[src/rtl/rr_mux_arbiter_if.sv]
// Requester/consumer bus for the round-robin 8:1 select arbiter.
interface rr_mux_arbiter_if #(
   parameter int unsigned DATA_W = 32
);
   logic [7:0]          req;
   logic [7:0]          last;
   logic [8*DATA_W-1:0] data_in;
   logic [7:0]          ack;
   logic [7:0]          grant;
   logic [2:0]          sel;
   logic [DATA_W-1:0]   d_out;
   logic                out_valid;
   logic                out_ready;

   // Requesters and downstream consumer side
   modport master (
      output req, last, data_in, out_ready,
      input  ack, grant, sel, d_out, out_valid
   );

   // Arbiter side
   modport slave (
      input  req, last, data_in, out_ready,
      output ack, grant, sel, d_out, out_valid
   );
endinterface

[src/rtl/rr_mux_arbiter.sv]
// Round-robin burst arbiter driving the shared 8:1 select datapath into a
// registered valid/ready output stream.
module rr_mux_arbiter #(
   parameter int unsigned DATA_W    = 32,
   parameter int unsigned MAX_BURST = 16
) (
   input  logic               clk,
   input  logic               reset,
   rr_mux_arbiter_if.slave    bus
);
   localparam int unsigned N_REQ = 8;
   localparam int unsigned SEL_W = 3;
   localparam int unsigned CNT_W = 8;
   localparam logic [CNT_W-1:0] CNT_LAST = CNT_W'(MAX_BURST - 1);

   typedef enum logic {ST_IDLE, ST_BUSY} state_t;

   state_t              r_state;
   state_t              w_state_nxt;
   logic [SEL_W-1:0]    r_sel;
   logic [SEL_W-1:0]    r_ptr;
   logic [N_REQ-1:0]    r_grant;
   logic [CNT_W-1:0]    r_burst_cnt;
   logic                r_out_valid;
   logic [DATA_W-1:0]   r_d_out;

   logic                w_space;
   logic                w_take;
   logic                w_release;
   logic                w_start;
   logic                w_found;
   logic [SEL_W-1:0]    w_pick;
   logic [SEL_W-1:0]    w_idx;
   logic [N_REQ-1:0]    w_ack;
   logic [DATA_W-1:0]   w_beat;

   // State register
   always_ff @(posedge clk) begin
      if (reset) r_state <= ST_IDLE;
      else       r_state <= w_state_nxt;
   end

   // Round-robin pick from ptr, take/release decode and next state
   always_comb begin
      w_state_nxt = r_state;
      w_space     = !r_out_valid || bus.out_ready;
      w_take      = 1'b0;
      w_release   = 1'b0;
      w_start     = 1'b0;
      w_ack       = '0;
      w_found     = 1'b0;
      w_pick      = r_ptr;
      w_idx       = r_ptr;
      for (int k = 0; k < N_REQ; k++) begin
         w_idx = r_ptr + SEL_W'(k);
         if (!w_found && bus.req[w_idx]) begin
            w_found = 1'b1;
            w_pick  = w_idx;
         end
      end
      case (r_state)
         ST_IDLE: begin
            if (w_found) begin
               w_start     = 1'b1;
               w_state_nxt = ST_BUSY;
            end
         end
         ST_BUSY: begin
            w_take = bus.req[r_sel] && w_space;
            if (w_take) w_ack = N_REQ'(1) << r_sel;
            // withdrawal releases without a take; last/cap only count on a take
            w_release = !bus.req[r_sel] ||
                        (w_take && (bus.last[r_sel] || (r_burst_cnt == CNT_LAST)));
            if (w_release) w_state_nxt = ST_IDLE;
         end
         default: w_state_nxt = ST_IDLE;
      endcase
   end

   assign w_beat = bus.data_in[32'(r_sel) * DATA_W +: DATA_W];

   // Grant, select, rotation pointer and burst counter
   always_ff @(posedge clk) begin
      if (reset) begin
         r_sel       <= '0;
         r_grant     <= '0;
         r_ptr       <= '0;
         r_burst_cnt <= '0;
      end else if (w_start) begin
         r_sel       <= w_pick;
         r_grant     <= N_REQ'(1) << w_pick;
         r_burst_cnt <= '0;
      end else begin
         if (w_take) r_burst_cnt <= r_burst_cnt + CNT_W'(1);
         if (w_release) begin
            r_grant <= '0;
            r_ptr   <= r_sel + SEL_W'(1);
         end
      end
   end

   // Output register: load on take, drain when consumer accepts
   always_ff @(posedge clk) begin
      if (reset) begin
         r_out_valid <= 1'b0;
         r_d_out     <= '0;
      end else if (w_take) begin
         r_out_valid <= 1'b1;
         r_d_out     <= w_beat;
      end else if (bus.out_ready) begin
         r_out_valid <= 1'b0;
      end
   end

   assign bus.ack       = w_ack;
   assign bus.grant     = r_grant;
   assign bus.sel       = r_sel;
   assign bus.d_out     = r_d_out;
   assign bus.out_valid = r_out_valid;
endmodule
[src/flat_wrapper.sv]
// flat-port wrapper written by rule: the top's interface ports become plain ports
module rr_mux_arbiter_flat 
#(
   parameter int unsigned DATA_W    = 32,
   parameter int unsigned MAX_BURST = 16
)
  (clk, reset, bus_req, bus_last, bus_data_in, bus_out_ready, bus_ack, bus_grant, bus_sel, bus_d_out, bus_out_valid);
  rr_mux_arbiter_if #(.DATA_W(DATA_W)) bus_i ();
  input  logic clk;
  input  logic reset;
  input wire logic [$bits(bus_i.req)-1:0] bus_req;
  input wire logic [$bits(bus_i.last)-1:0] bus_last;
  input wire logic [$bits(bus_i.data_in)-1:0] bus_data_in;
  input wire logic [$bits(bus_i.out_ready)-1:0] bus_out_ready;
  output wire logic [$bits(bus_i.ack)-1:0] bus_ack;
  output wire logic [$bits(bus_i.grant)-1:0] bus_grant;
  output wire logic [$bits(bus_i.sel)-1:0] bus_sel;
  output wire logic [$bits(bus_i.d_out)-1:0] bus_d_out;
  output wire logic [$bits(bus_i.out_valid)-1:0] bus_out_valid;
  assign bus_i.req = bus_req;
  assign bus_i.last = bus_last;
  assign bus_i.data_in = bus_data_in;
  assign bus_i.out_ready = bus_out_ready;
  assign bus_ack = bus_i.ack;
  assign bus_grant = bus_i.grant;
  assign bus_sel = bus_i.sel;
  assign bus_d_out = bus_i.d_out;
  assign bus_out_valid = bus_i.out_valid;
  rr_mux_arbiter #(.DATA_W(DATA_W), .MAX_BURST(MAX_BURST)) u_core (.clk(clk), .reset(reset), .bus(bus_i));
endmodule
[config.mk]
export PLATFORM = sky130hd
export DESIGN_NAME = rr_mux_arbiter_flat
export DESIGN_NICKNAME = d
export VERILOG_FILES = /design/src/rtl/rr_mux_arbiter_if.sv /design/src/rtl/rr_mux_arbiter.sv /design/src/flat_wrapper.sv
export SDC_FILE = /design/constraint.sdc
export NUM_CORES = 1
export LEC_CHECK = 0
export ABC_AREA = 1
export BUFFER_PORTS_ARGS = -buffer_cell sky130_fd_sc_hd__buf_2
export CORE_MARGIN = 10
export CORE_UTILIZATION = 44
export DETAILED_ROUTE_END_ITERATION = 8
export PLACE_DENSITY = 0.83
export SLEW_MARGIN = 30
export SYNTH_ARGS = -nofsm -noshare
export SYNTH_HDL_FRONTEND = slang
export SYNTH_SLANG_ARGS = --single-unit
[constraint.sdc]
create_clock -name clk -period 2.9 [get_ports clk]
set_input_delay 0.145 -clock clk [delete_from_list [all_inputs] [get_ports clk]]
set_output_delay 0.145 -clock clk [all_outputs]
set_load 0.005 [all_outputs]
==> flow_summary.json, run 1 <==
{
  "async_flop_share_pct": 0,
  "r2r-end": "u_core.bus.grant[5]",
  "cts_hold_buf": 0,
  "yosys.area.top_type_share_pct": 22.00,
  "ir_drop_mv": 0.5240,
  "post_drt_wl_per_cell_um": 17.75,
  "pwr-share-clk_pct": 13.0,
  "switchingPower_w": 0.002724,
  "path_class": "register to primary output",
  "clock_latency_ns": 0.29,
  "synth.distinct_cells": 33,
  "period_needed_ns": 2.646,
  "min_path_cells": 2,
  "grt_max_degree": 83,
  "slowest_delay_ns": 0.38,
  "post_cts_resized": 0,
  "tightest_slew_ns": 0.7704,
  "viasPerCell": 5.377,
  "yosys.area_share.adder_pct": 2.210,
  "dpl.hpwl_um": 19050,
  "layout-drive-gt1-share_pct": 32.33,
  "crit_chain": "inv_4 > o21ai_0 > o221ai_1 > nand2_1 > nor2_1 > nand2_1 > inv_2 > buf_4 > nand2_1 > nor2_1 > buf_2",
  "cts_max_path_buffers": 2,
  "cts.sinks": 56,
  "seq_power_share_pct": 21.2,
  "die_area_um2": 16290,
  "track_usage_pct": 27.16,
  "worstPathMaxFanout": 39,
  "io_pins": 327,
  "drt-pass1-iter-count": 5,
  "synth_mux_area_share_pct": 0,
  "grt_pass1_wl_um": 36040,
  "worstHoldPathType": "input pin to register",
  "synth-edff-count": 0,
  "drv_cap": 0,
  "gr-total-overflow": 0,
  "period_share_pct": 91.25,
  "leakage_nw": 3.524,
  "synth_nets": 1192,
  "start_kind": "register",
  "cts_buffers": 5,
  "clk_root_buffer_cell": "clkbuf_16",
  "outcome": "completed",
  "synth_area_um2": 5096,
  "core_um2": 11370,
  "setup_violations": 0,
  "p_int_w": 0.002652,
  "ff2ff_path_depth": 17,
  "synth.area.top_cells": "dfxtp_1, o21ai_0, nand2_1",
  "start_util_pct": 44.82,
  "critPathSlowestCell": "dfxtp_4",
  "syn2layout_area_growth_pct": 37.49,
  "hold_slack_ns": 0.1664,
  "drt_wl_total_um": 23990,
  "switching_share_pct": 50.66,
  "post_cts_buffers": 0,
  "gp_congestion": 0.9680,
  "synth_xor_area_share_pct": 1.178,
  "synth_top_family_by_area": "simple AND/OR/NAND/NOR gates",
  "h-tree-depth": 2,
  "synth_commonest_cells": "nand2_1, o21ai_0, nor2_1",
  "r2r_slack_ns": 0.32,
  "maxSlewViolCount": 0,
  "synth.most_common_cell": "nand2_1",
  "cts_tree": "yes",
  "clkTransAtPathRegs_ns": 0.07,
  "die_h_um": 127.6,
  "yosysTopAreaCell": "dfxtp_1",
  "yosys_most_used_dff": "dfxtp_1",
  "via_count": 7264,
  "ys.warnings.count": 0,
  "drc": 0,
  "power_density_nw_per_um2": 767.3,
  "grt_pass1_vias": 6737,
  "seq_area_frac_synth_pct": 22.00,
  "synth_compound_area_share_pct": 30.94,
  "rows": 39,
  "startpoint": "u_core.bus.sel[0]",
  "required_ns": 2.76,
  "clock.fmax_ghz": 0.3779,
  "hold_path.startpoint": "reset",
  "cp-end-kind": "primary output",
  "drt-initial-drc-count": 713,
  "clock_skew_ns": 0.005701,
  "layout.nets": 1480,
  "hold_violations": 0,
  "crit_path_frequent_cell": "nand2_1",
  "avgSynthCellArea_um2": 5.612,
  "die_w_um": 127.6,
  "grt_setup_unrepaired": "false",
  "r2r_start": "u_core.r_ptr[0]",
  "detail-route-antenna-nets": 0,
  "synthCells": 908,
  "timing.setup.tns_ns": 0,
  "antenna_found_initial": 11,
  "yosys_register_bits": 56,
  "combPwrFrac_pct": 65.8,
  "crit_arrival_ns": 2.50,
  "max_slew_margin_pct": 48.64,
  "whs_endpoint": "u_core.bus.grant[0]",
  "yosys.area_share.simple_pct": 35.16,
  "port_buffers": 326
}
## power by group through the flow
stage               clock network, W  registers [W]  logic [W]
global placement                   0        0.00114    0.00346
detailed placement                 0        0.00114    0.00349
global route                0.000737        0.00116    0.00398
finish                      0.000701        0.00114    0.00354
floorplan                          0        0.00113    0.00237
CTS                         0.000706        0.00113    0.00351
## state kept, by name, indices dropped and copies added (netlist names)
signal	count
u_core.bus.out_valid	1
u_core.bus.sel	3
u_core.r_burst_cnt	8
u_core.bus.grant	8
u_core.r_state	1
u_core.r_ptr	3
u_core.bus.d_out	32
## critical path, delay by kind of cell (launching register included)
family	cells	cell delay, ns
buffers and inverters	4	0.73
AND/OR/NAND/NOR	5	0.73
flip-flops	1	0.38
AO/OA/AOI/OAI	2	0.36
## final cells by class
type                            count  area (µm²)
Fill cell                        1166        4363
Multi-Input combinational cell    742        3541
Timing Repair Buffer              349        1804
Sequential cell                    56        1127
Tap cell                          143       178.9
Inverter                           42       161.4
Clock buffer                        5       125.1
Clock inverter                      3       41.29
Antenna cell                       11       27.53
## cells in the final DEF (no fill, tap or decap), types with 5 or more instances in the layout
cell       instances
a21oi_1           45
a31oi_1           34
buf_2            326
buf_4             23
clkbuf_16          5
dfxtp_1           53
diode_2           11
ha_1               9
inv_1             33
inv_2              6
nand2_1          189
nand2_2            7
nand3_1           44
nand4_1            7
nor2_1           171
o21ai_0          174
o22ai_1           33
## logic make-up (layout without fill, tap and decap cells)
kind of cell               after synthesis  count (layout)
and+or+nand+nor                        433             433
AOI/OAI and AO/OA                      294             294
buffers and inverters                  110             399
DFF                                     56              56
adders and majority gates                9               9
xor gates and xnor gates                 6               6
other                                    0              11
## how the worst max path moves through the flow
| stage | slack, ns | cells past startpoint | endpoint |
|---|---|---|---|
| after floorplan | 0.42 | 19 | u_core.bus.grant[7] |
| after global placement | 0.43 | 17 | u_core.r_burst_cnt[7] |
| after detailed placement | 0.36 | 17 | u_core.r_burst_cnt[7] |
| after CTS | 0.31 | 11 | bus_ack[6] |
| after global routing | 0.05 | 11 | bus_ack[5] |
| final | 0.25 | 11 | bus_ack[6] |
## metal layers
metal	up-vias	routed length, µm	part of all wire, %	GRT usage (%)
met5	-	25	0.10	0
met4	4	395	1.6	8.874
met3	34	2741	11	8.809
met2	333	12040	50	45.45
met1	3236	8785	37	32.10
li1	3657	-	-	-
## stage by stage
stage	utilization [%]	total power [W]	setup WS (ns)	instances	cell area [µm²]
2_1_floorplan	-	0.003493	0.4229	908	5096
3_3_place_gp	59.92	0.004604	0.4272	1332	6813
3_5_place_dp	59.92	0.004633	0.3613	1332	6813
4_1_cts	61.38	0.005342	0.3067	1340	6979
5_1_grt	61.54	0.005877	0.04701	1347	6997
6_report	61.63	0.005376	0.2538	1351	7007
No activity file was read; power rests on OpenSTA's default activity.
==> run 2, diff against run 1 <==
BUFFER_PORTS_ARGS = unset   (was -buffer_cell sky130_fd_sc_hd__buf_2)
CORE_AREA = 10 10 119 121   (was unset)
CORE_MARGIN = unset   (was 10)
CORE_UTILIZATION = unset   (was 44)
DIE_AREA = 0 0 129 131   (was unset)
DONT_BUFFER_PORTS = 1   (was unset)
PLACE_DENSITY = 0.58   (was 0.83)
==> run 2 against run 1 <==
  * Flip-flop and latch count is the same
  * Critical endpoint is now bus_ack[5]
  * Non-clock buffer count shrank 331
  * Sequential power grew 9%
  * Setup slack gained 0.019 ns
  * Design area shrank 24%
  * Largest cell class unchanged
  * Clock power shrank 9.3%
  * Highest routed layer unchanged
==> flow_summary.json, run 2 (synthesis results as in run 1) <==
{
  "outcome": "completed",
  "design_area_um2": 5323,
  "clk_root_buffer_cell": "clkbuf_16",
  "start_kind": "register",
  "largest_reg_flops": 32,
  "dpl.hpwl_um": 17330,
  "period_share_pct": 90.60,
  "io_pins": 327,
  "fill_cells": 1281,
  "period_needed_ns": 2.627,
  "die_w_um": 129,
  "grt_max_degree": 103,
  "timing.setup.tns_ns": 0,
  "path_buf_inv": 3,
  "cts_tree": "yes",
  "h-tree-depth": 2,
  "power_density_nw_per_um2": 920.8,
  "setup_violations": 0,
  "post_drt_wl_per_cell_um": 21.35,
  "hold_violations": 0,
  "drt_wl_total_um": 21650,
  "placed_area_um2": 5141,
  "core_um2": 11810,
  "syn2layout_area_growth_pct": 4.444,
  "layout-drive-gt1-share_pct": 6.697,
  "track_usage_pct": 24.10,
  "min_path_cells": 3,
  "via_count": 6115,
  "die_area_um2": 16900,
  "ff2ff_path_depth": 17,
  "clock.fmax_ghz": 0.3806,
  "post_cts_buffers": 0,
  "port_buffers": 0,
  "cp-end-kind": "primary output",
  "rows": 40,
  "cts.sinks": 56,
  "max_slew_margin_pct": 54.82,
  "cts_max_path_buffers": 2,
  "viasPerCell": 6.031,
  "crit_arrival_ns": 2.48,
  "drt-pass1-iter-count": 5,
  "gr-total-overflow": 0,
  "antenna_found_initial": 3,
  "r2r-end": "u_core.bus.grant[1]",
  "critPathSlowestCell": "dfxtp_4",
  "p_int_w": 0.002265,
  "layout.nets": 1149,
  "clock_latency_ns": 0.30,
  "cts_buffers": 5,
  "combPwrFrac_pct": 61.6,
  "crit_chain": "buf_6 > o21ai_0 > o221ai_1 > nand2_1 > nor2_1 > nand2_2 > inv_2 > buf_6 > nand2_1 > nor2_1",
  "switchingPower_w": 0.002636,
  "gp_congestion": 0.9161,
  "seq_power_share_pct": 25.4,
  "whs_endpoint": "u_core.bus.sel[0]",
  "r2r_start": "u_core.r_ptr[0]",
  "path_class": "register to primary output",
  "drt-initial-drc-count": 552,
  "drc": 0,
  "detail-route-antenna-nets": 0,
  "drv_cap": 0,
  "worstPathMaxFanout": 46,
  "most-common-layout-cells": "nand2_1, o21ai_0, nor2_1, dfxtp_1, a21oi_1",
  "maxSlewViolCount": 0,
  "grt_pass1_vias": 6190,
  "finish.utilization_pct": 45.06,
  "grt_pass1_wl_um": 32910,
  "clock_skew_ns": 0.009245,
  "slowest_delay_ns": 0.42,
  "clkTransAtPathRegs_ns": 0.07,
  "r2r_slack_ns": 0.35,
  "required_ns": 2.76,
  "pwr-share-clk_pct": 13.0,
  "hold_path.startpoint": "reset",
  "crit_family": "simple AND/OR/NAND/NOR gates",
  "tightest_slew_ns": 0.6777,
  "ir_drop_mv": 0.3495,
  "switching_share_pct": 53.78,
  "start_util_pct": 43.15,
  "final_common_cell": "nand2_1",
  "die_h_um": 131,
  "grt_setup_unrepaired": "false",
  "worstHoldPathType": "input pin to register",
  "leakage_nw": 2.136
}
==> run 2: cell count changes in the layout (fill, tap and decap cells not counted), moves of 2 or more <==
cell | previous run | this run
buf_4 | 23 | 14
diode_2 | 11 | 1
buf_6 | 0 | 3
buf_2 | 326 | 0
clkinvlp_4 | 0 | 2
==> run 2: worst register-to-register path: cells and delay by family (launching register included) <==
family	cells	cell delay [ns]
adders and majority gates	1	0.22
and+or+nand+nor	13	1.31
DFF	1	0.35
xor gates and xnor gates	1	0.34
buffers and inverters	2	0.29
==> run 2: area by class of cell <==
cell class | instances | area [µm²] | area share [%]
Tap cell | 147 | 183.9 | 3.456
Sequential cell | 56 | 1127 | 21.18
Timing Repair Buffer | 18 | 148.9 | 2.797
Clock inverter | 3 | 26.28 | 0.4937
Antenna cell | 1 | 2.502 | 0.04701
Inverter | 42 | 161.4 | 3.032
Multi-Input combinational cell | 742 | 3547 | 66.64
Clock buffer | 5 | 125.1 | 2.351
==> run 2: worst max path at each step <==
stage,start,endpoint,depth (start not counted)
2_1_floorplan,u_core.r_ptr[0],u_core.bus.grant[7],19
3_3_place_gp,u_core.r_ptr[1],u_core.bus.grant[1],18
3_5_place_dp,u_core.bus.sel[0],bus_ack[5],10
4_1_cts,u_core.bus.sel[0],bus_ack[5],10
5_1_grt,u_core.bus.sel[0],bus_ack[5],10
6_report,u_core.bus.sel[0],bus_ack[5],10
==> run 2: power groups by stage <==
| stage | clock network (W) | logic (W) | registers [W] |
|---|---|---|---|
| final | 0.000636 | 0.00302 | 0.00124 |
| after CTS | 0.000656 | 0.00298 | 0.00125 |
| after floorplan | 0 | 0.00237 | 0.00113 |
| after global routing | 0.000678 | 0.00346 | 0.00128 |
| after global placement | 0 | 0.00290 | 0.00127 |
| after detailed placement | 0 | 0.00296 | 0.00127 |
==> run 2: what timing repair did <==
action,4_1_cts,5_1_grt
hold buffers,1,0
pin swaps,0,0
endpoints found under the setup margin,3,10
hold endpoints to repair,9,0
resized for setup,1,4
==> run 2: routing by layer <==
metal / vias up / track usage (%) / part of all wire [%]
met2: 289 / 42.42 / 51
met4: 4 / 6.154 / 1.6
met3: 29 / 8.139 / 10
met1: 2806 / 27.41 / 38
met5: - / 0 / 0.16
li1: 2987 / - / -
==> run 2: metrics by stage <==
stage / total power, W / cells / setup slack [ns] / hold WS, ns
4_1_cts: 0.004885 / 1013 / 0.08308 / 0.05618
5_1_grt: 0.005418 / 1014 / 0.02545 / 0.07863
3_3_place_gp: 0.004169 / 1004 / 0.3636 / 0.2161
3_5_place_dp: 0.004228 / 1004 / 0.3058 / 0.2180
6_report: 0.004901 / 1014 / 0.2725 / 0.06522
2_1_floorplan: 0.003493 / 908 / 0.4229 / 0.3395
==> run 3, diff against run 2 <==
CELL_PAD_IN_SITES_DETAIL_PLACEMENT = 0   (was unset)
CELL_PAD_IN_SITES_GLOBAL_PLACEMENT = 1   (was unset)
CORE_AREA = unset   (was 10 10 119 121)
CORE_ASPECT_RATIO = 1.5   (was unset)
CORE_MARGIN = 10   (was unset)
CORE_UTILIZATION = 41   (was unset)
DIE_AREA = unset   (was 0 0 129 131)
PLACE_DENSITY = 0.85   (was 0.58)
==> run 3 against run 2 <==
  * Global-route usage increased by 0.15 points
  * Critical path depth stayed put
  * Design area up 0.42%
  * First-iteration DRC count decreased by 36%
  * Largest cell class unchanged
==> flow_summary.json, run 3 (synthesis results as in run 1) <==
{
  "hold_violations": 0,
  "die_w_um": 111.0,
  "drt-pass1-iter-count": 5,
  "layout-drive-gt1-share_pct": 6.928,
  "gr-total-overflow": 0,
  "drv_cap": 0,
  "syn2layout_area_growth_pct": 4.886,
  "clock_skew_ns": 0.003440,
  "required_ns": 2.76,
  "clkTransAtPathRegs_ns": 0.07,
  "port_buffers": 0,
  "viasPerCell": 6.074,
  "dp_cells": 1010,
  "drc": 0,
  "worstPathMaxFanout": 31,
  "setup_violations": 0,
  "finish.utilization_pct": 44.26,
  "hold_path.startpoint": "reset",
  "tightest_slew_ns": 0.5532,
  "grt_max_degree": 115,
  "antenna_found_initial": 5,
  "r2r_start": "u_core.r_ptr[1]",
  "clk_root_buffer_cell": "clkbuf_16",
  "core_um2": 12080,
  "post_drt_wl_per_cell_um": 22.33,
  "layout.nets": 1149,
  "seq_area_um2": 1130,
  "multi_input_area_um2": 3558,
  "fill_cells": 1364,
  "maxSlewViolCount": 0,
  "crit_path_frequent_cell": "nand2_1",
  "most-common-layout-cells": "nand2_1, o21ai_0, nor2_1, dfxtp_1, a21oi_1",
  "worstHoldPathType": "input pin to register",
  "io_pins": 327,
  "dp_slack_ns": 0.2340,
  "crit_chain": "clkinvlp_4 > o21ai_0 > o221ai_1 > nand2_1 > nor2_1 > nand2_1 > inv_2 > buf_4 > nand2_1 > nor2_1",
  "rows": 49,
  "max_slew_margin_pct": 63.08,
  "cts_buffers": 5,
  "clock_latency_ns": 0.30,
  "period_share_pct": 90.52,
  "cts_max_path_buffers": 2,
  "h-tree-depth": 2,
  "detail-route-antenna-nets": 0,
  "path_buf_inv": 3,
  "via_count": 6202,
  "dpl.hpwl_um": 18270,
  "crit_arrival_ns": 2.48,
  "gp_congestion": 0.9534,
  "outcome": "completed",
  "setup_slack_ns": 0.2748,
  "die_h_um": 156.5,
  "crit_family": "simple AND/OR/NAND/NOR gates",
  "startpoint": "u_core.bus.sel[1]",
  "cts_tree": "yes",
  "grt_pass1_vias": 6158,
  "critPathSlowestCell": "dfxtp_4",
  "drt_wl_total_um": 22800,
  "largest_reg_flops": 32,
  "start_kind": "register",
  "slowest_delay_ns": 0.44,
  "stdcell_count": 1021,
  "die_area_um2": 17380,
  "drt-initial-drc-count": 353,
  "start_util_pct": 42.19,
  "final_common_cell": "nand2_1",
  "period_needed_ns": 2.625,
  "ir_drop_mv": 0.3042,
  "track_usage_pct": 24.25,
  "grt_pass1_wl_um": 34060,
  "clock.fmax_ghz": 0.3809,
  "timing.setup.tns_ns": 0,
  "leakage_nw": 2.139,
  "path_class": "register to primary output",
  "power_density_nw_per_um2": 919.8,
  "cts.sinks": 56,
  "cp-end-kind": "primary output"
}
-- run 3: worst min-delay path: cells and delay by family --
kind	cells	cell delay, ns
simple gates	2	0.09
compound gates	1	0.06
-- run 3: layout make-up --
cell class                      instances  share of cell area (%)
Clock inverter                          2                  0.3043
Inverter                               42                   3.090
Clock buffer                            6                   2.411
Sequential cell                        56                   21.14
Multi-Input combinational cell        742                   66.57
Antenna cell                            2                 0.09363
Timing Repair Buffer                   18                   2.809
Tap cell                              153                   3.581
-- run 3: path summary, 6_finish.rpt --
check        slack [ns]               endpoint  depth (start not counted)
max                0.27             bus_ack[4]                         10
min                0.04      u_core.bus.sel[1]                          3
max reg2reg        0.29    u_core.bus.grant[7]                         19
min reg2reg        0.48  u_core.r_burst_cnt[1]                          2
-- run 3: routing by layer --
layer	track usage, %	vias up	routed length (µm)
met4	11.66	4	868
met5	0	-	27
met1	25.85	2829	8302
met2	41.27	327	11130
met3	9.453	58	2478
li1	-	2984	-
-- run 3: metrics by stage --
stage / cell area (µm²) / total power, W / hold WS, ns
2_1_floorplan: 5096 / 0.003493 / 0.3395
3_3_place_gp: 5164 / 0.004234 / 0.2175
3_5_place_dp: 5164 / 0.004245 / 0.2189
4_1_cts: 5319 / 0.004879 / 0.03687
5_1_grt: 5343 / 0.005410 / 0.06394
6_report: 5345 / 0.004916 / 0.04063
-- run 3: power by group --
group | switching (W) | internal (W) | leakage (nW)
logic | 0.00206 | 0.000962 | 1.61
clock network | 0.000295 | 0.000323 | 0.0671
registers | 0.000287 | 0.000988 | 0.460
total | 0.00264 | 0.00227 | 2.14
-- run 3: repair_timing --
item,in CTS,in global routing
setup endpoints to repair,0,19
hold buffers,1,0
gates resized for setup,0,6
hold endpoints to repair,9,0
buffers inserted,0,0
